**src/rtl/router_pkg.sv**
```systemverilog
// Shared constants for the 1x3 router: data width, buffer geometry and header layout.
package router_pkg;
    localparam int WIDTH    = 8;
    localparam int DEPTH    = 16;
    localparam int ADDR_W   = 4;
    localparam int LEN_MSB  = 7;
    localparam int LEN_LSB  = 2;
    localparam int ADDR_MSB = 1;
    localparam int ADDR_LSB = 0;
    localparam int NPORTS   = 3;
    // Remaining-bytes counter is one bit wider than the length field so a length of 63 loads 64.
    localparam int CNT_W    = 7;
endpackage

```
**src/rtl/router_fifo.sv**
```systemverilog
// Per-port output buffer: tagged byte FIFO with one-cycle registered read and packet-boundary tracking.
module router_fifo #(
    parameter int WIDTH  = router_pkg::WIDTH,
    parameter int DEPTH  = router_pkg::DEPTH,
    parameter int ADDR_W = router_pkg::ADDR_W
) (
    input  logic             clock,
    input  logic             reset,
    input  logic             soft_reset,
    input  logic             write_enb,
    input  logic             read_enb,
    input  logic             lfd_state,
    input  logic [WIDTH-1:0] data_in,
    output logic [WIDTH-1:0] data_out,
    output logic             full,
    output logic             empty,
    output logic             pkt_busy
);
    import router_pkg::*;

    logic [WIDTH:0]   mem_q [DEPTH];
    logic [ADDR_W:0]  wr_ptr_q, wr_ptr_d;
    logic [ADDR_W:0]  rd_ptr_q, rd_ptr_d;
    logic [CNT_W-1:0] pkt_cnt_q, pkt_cnt_d;
    logic [WIDTH-1:0] data_out_q, data_out_d;
    logic [WIDTH:0]   rd_word;
    logic             wr_fire;
    logic             rd_fire;

    assign empty    = (wr_ptr_q == rd_ptr_q);
    assign full     = (wr_ptr_q[ADDR_W] != rd_ptr_q[ADDR_W]) &&
                      (wr_ptr_q[ADDR_W-1:0] == rd_ptr_q[ADDR_W-1:0]);
    assign pkt_busy = (pkt_cnt_q != '0);
    assign data_out = data_out_q;
    assign rd_word  = mem_q[rd_ptr_q[ADDR_W-1:0]];

    // A flush in the same cycle discards any concurrent write or read.
    assign wr_fire = write_enb && !full && !soft_reset && !reset;
    assign rd_fire = read_enb && !empty && !soft_reset && !reset;

    always_comb begin
        wr_ptr_d   = wr_ptr_q;
        rd_ptr_d   = rd_ptr_q;
        pkt_cnt_d  = pkt_cnt_q;
        data_out_d = data_out_q;
        if (soft_reset) begin
            wr_ptr_d   = '0;
            rd_ptr_d   = '0;
            pkt_cnt_d  = '0;
            data_out_d = '0;
        end else begin
            if (wr_fire) begin
                wr_ptr_d = wr_ptr_q + 1'b1;
            end
            if (rd_fire) begin
                rd_ptr_d   = rd_ptr_q + 1'b1;
                data_out_d = rd_word[WIDTH-1:0];
                if (rd_word[WIDTH]) begin
                    pkt_cnt_d = CNT_W'(rd_word[LEN_MSB:LEN_LSB]) + CNT_W'(1);
                end else if (pkt_cnt_q != '0) begin
                    pkt_cnt_d = pkt_cnt_q - 1'b1;
                end
            end else if (pkt_cnt_q == '0) begin
                // Outside a packet the output idles at zero; mid-packet it holds between reads.
                data_out_d = '0;
            end
        end
    end

    always_ff @(posedge clock) begin
        if (reset) begin
            wr_ptr_q   <= '0;
            rd_ptr_q   <= '0;
            pkt_cnt_q  <= '0;
            data_out_q <= '0;
        end else begin
            wr_ptr_q   <= wr_ptr_d;
            rd_ptr_q   <= rd_ptr_d;
            pkt_cnt_q  <= pkt_cnt_d;
            data_out_q <= data_out_d;
        end
    end

    always_ff @(posedge clock) begin
        if (wr_fire) begin
            mem_q[wr_ptr_q[ADDR_W-1:0]] <= {lfd_state, data_in};
        end
    end
endmodule

```
**config.mk**
```make
export PLATFORM = sky130hd
export DESIGN_NAME = router_fifo
export DESIGN_NICKNAME = d
export VERILOG_FILES = /design/src/rtl/router_pkg.sv /design/src/rtl/router_fifo.sv
export SDC_FILE = /design/constraint.sdc
export NUM_CORES = 1
export LEC_CHECK = 0
export CAP_MARGIN = 20
export CORE_ASPECT_RATIO = 1.25
export CORE_MARGIN = 10
export CORE_UTILIZATION = 44
export CTS_CLUSTER_SIZE = 24
export DETAILED_ROUTE_END_ITERATION = 7
export PLACE_DENSITY = 0.64
export REMOVE_ABC_BUFFERS = 1
export SLEW_MARGIN = 20
export SYNTH_ARGS = -nofsm -noshare
export SYNTH_HDL_FRONTEND = slang
export SYNTH_SLANG_ARGS = --single-unit
```
**constraint.sdc**
```tcl
create_clock -name clock -period 3.6 [get_ports clock]
set_input_delay 0.54 -clock clock [delete_from_list [all_inputs] [get_ports clock]]
set_output_delay 0.54 -clock clock [all_outputs]
set_load 0.05 [all_outputs]
```
==> load_flow_metrics.sql <==
INSERT INTO impl_metrics (metric_group, metric, value, unit) VALUES
('power', 'p_per_area', '511', 'nW/um2'),
('yosys', 'synth.top_cells.by_area', 'sky130_fd_sc_hd__edfxtp_1 (61%), sky130_fd_sc_hd__dfxtp_1 (8.2%), sky130_fd_sc_hd__mux4_2 (6.7%)', ''),
('yosys', 'synth-seq-area-share', '69.6', '%'),
('sta', 'finalHoldViolations', '0', ''),
('clock_network', 'clock-root-buffer', 'sky130_fd_sc_hd__clkbuf_16', ''),
('final_layout', 'seqCellArea', '4910', 'um2'),
('critical_path', 'max_stage_delay', '820', 'ps'),
('grt', 'grt.total_usage', '14.4', '%'),
('routing', 'routed_wl', '14.9', 'mm'),
('clock_network', 'postcts_resize_cnt', '0', ''),
('run', 'cap_viol_max_count', '0', ''),
('critical_path', 'critical_path.cell_chain', 'xnor2_1 -> nand4_1 -> nor2_1 -> clkdlybuf4s50_1', ''),
('sta', 'post-route-period-util', '80.3', '%'),
('routing', 'post-route-drc-count', '0', ''),
('place', 'placed_cells', '651', ''),
('critical_path', 'cell_with_the_largest_stage_delay_on_the_worst_path', 'sky130_fd_sc_hd__clkdlybuf4s50_1', ''),
('yosys', 'synth_flop_cell', 'sky130_fd_sc_hd__edfxtp_1', ''),
('critical_path', 'cp_data_required_time', '3060', 'ps'),
('critical_path', 'crit_path_start_kind', 'flip-flop', ''),
('clock_network', 'cts_tree', 'done', ''),
('routing', 'drt-pass1-iter-count', '5', ''),
('sta', 'final_min_period', '2890', 'ps'),
('die', 'die_x', '133', 'um'),
('min_path', 'timing.hold.worst.class', 'reg -> reg', ''),
('final_layout', 'finalNetCount', '480', ''),
('final_layout', 'multi_input_area', '1990', 'um2'),
('clock_network', 'cts_post_setup_buffers_inserted', '0', ''),
('power', 'total_leakage_power', '2.63', 'nW'),
('yosys', 'async_flop_share', '0', '%'),
('final_layout', 'nFillCells', '1288', ''),
('place', 'port_buffers', '24', ''),
('sta', 'report.final.setup_viol', '0', ''),
('routing', 'routed_length_per_instance', '21.7', 'um'),
('outcome', 'status', 'finished clean', ''),
('yosys', 'synth_cell_type_count', '41', ''),
('routing', 'detailedRoute.firstIterationViolations', '351', ''),
('sta', 'transition_time_of_the_tightest_slew_check_pin', '842', 'ps'),
('routing', 'ant_nets', '0', ''),
('die', 'design.die.area', '21500', 'um2'),
('sta', 'fmax', '0.346', 'GHz'),
('final_layout', 'num_antenna_cells', '0', ''),
('yosys', 'ys_warn_count', '0', ''),
('sta', 'finalMaxSlewViolations', '0', ''),
('yosys', 'synth.largest_area_cell', 'sky130_fd_sc_hd__edfxtp_1', ''),
('die', 'design.portCount', '25', ''),
('critical_path', 'timing.setup.critical_path_class', 'reg -> out', ''),
('critical_path', 'arrival', '2350', 'ps'),
('yosys', 'yosys.area.top_type_share', '61.4', '%'),
('clock_network', 'htree_levels', '4', ''),
('clock_network', 'clk_transition_reported_paths', '70', 'ps'),
('die', 'floorplan.initialDensity', '45.1', '%'),
('yosys', 'synth_enable_flop_cells', '144', ''),
('critical_path', 'critical_path.top_delay_family', 'buffers and inverters', ''),
('critical_path', 'critical_path_buf_inv_count', '1', ''),
('clock_network', 'cts_sinks', '173', ''),
('sta', 'max-slew-margin-rel', '43.7', '%'),
('sta', 'finalClockSkew', '9.48', 'ps'),
('sta', 'setup-tns-final', '0', 'ps'),
('die', 'core-area', '15600', 'um2'),
('final_layout', 'finalNonFillerCells', '683', ''),
('yosys', 'ys_top_cells_by_count', 'sky130_fd_sc_hd__edfxtp_1 (144), sky130_fd_sc_hd__nor2_1 (33), sky130_fd_sc_hd__dfxtp_1 (29)', ''),
('place', 'globalplace.congestion', '0.904', ''),
('die', 'chipHeight', '162', 'um'),
('yosys', 'synth_cells', '412', ''),
('grt', 'grt_pass1_wl', '23.4', 'mm'),
('grt', 'grt_pass1_vias', '3974', ''),
('grt', 'number_of_antenna_violations_at_the_first_check_in_global_routing', '0', ''),
('power', 'irDropWorstVdd', '343', 'uV'),
('critical_path', 'setup.worst_path.end_class', 'output pin', ''),
('clock_network', 'numCtsBuffers', '17', ''),
('yosys', 'synth.most_common_cell', 'sky130_fd_sc_hd__edfxtp_1', '');
routing by layer:
layer,GRT usage [%],wire length [um],vias up
met1,16.5,5900,1940
met4,5.90,340,0
li1,-,-,1724
met5,0,0,-
met2,25.1,7990,106
met3,3.57,623,18
stage by stage:
step / instance area, um2 / hold slack [ps] / utilization (%) / setup slack [ps] / total power, mW
floorplan: 6910 / 450 / - / 508 / 2.29
global placement: 7600 / 459 / 48.6 / 825 / 2.35
detailed placement: 7600 / 460 / 48.6 / 770 / 2.35
CTS: 8210 / 469 / 52.5 / 669 / 4.23
global route: 8210 / 489 / 52.5 / 566 / 4.31
finish: 8210 / 466 / 52.5 / 709 / 4.19
state kept, by name (all words and copies together) (netlist names), named ones only:
register and flops:
pkt_cnt_q 7, data_out 8, mem_q 144, wr_ptr_q 5, rd_ptr_q 5
layout make-up:
type                       count  area share [%]
sequential                   173            59.8
multi-input combinational    214            24.3
clock buffer                  17            5.18
timing repair buffer          48            5.12
tap                          212            3.23
clock inverter                15            2.24
inverter                       4           0.183
cell usage in the layout (no fill, tap or decap), drive strengths merged, types with 4 or more instances in the layout:
master / count
nor2: 33
nand2: 27
clkinv: 4
inv: 9
xnor2: 8
nand3: 18
nor3: 7
a21oi: 13
a22oi: 15
edfxtp: 144
clkbuf: 17
mux4: 38
dfxtp: 29
o21ai: 10
clkdlybuf4s50: 24
xor2: 8
buf: 24
ha: 8
worst paths after layout:
path              slack (ps)  cells past startpoint      endpoint        start
setup / recovery         710                      4          full  wr_ptr_q[2]
hold / removal           470                      2   data_out[7]  data_out[7]
setup reg to reg         950                      6  pkt_cnt_q[5]    flip-flop
hold reg to reg          470                      2   data_out[7]  data_out[7]
cell families (layout without fill, tap and decap cells):
family	after synthesis	count (layout)	synth area share, %
flip-flops	173	173	69.6
AO/OA/AOI/OAI	50	50	4.99
AND/OR/NAND/NOR	100	100	6.53
multiplexers	40	40	13.3
adder cells (fa/ha/maj)	8	8	1.42
buffers and inverters	25	84	2.15
XOR/XNOR	16	16	1.99
worst reg2reg max path, cell delays in order (launching register included):
cell and delay [ps]:
sky130_fd_sc_hd__dfxtp_1 520, sky130_fd_sc_hd__nor2b_1 660, sky130_fd_sc_hd__a22oi_2 190, sky130_fd_sc_hd__nand2_2 310, sky130_fd_sc_hd__nand3_1 240, sky130_fd_sc_hd__or4_4 600, sky130_fd_sc_hd__o211ai_2 80
where the power goes:
part	leakage (nW)	switching [mW]	internal [mW]
registers	1.53	0.00393	2.17
logic	0.811	0.0821	0.0496
clock network	0.288	0.784	1.10
total	2.63	0.870	3.32
No activity file was read; power rests on OpenSTA's default activity.
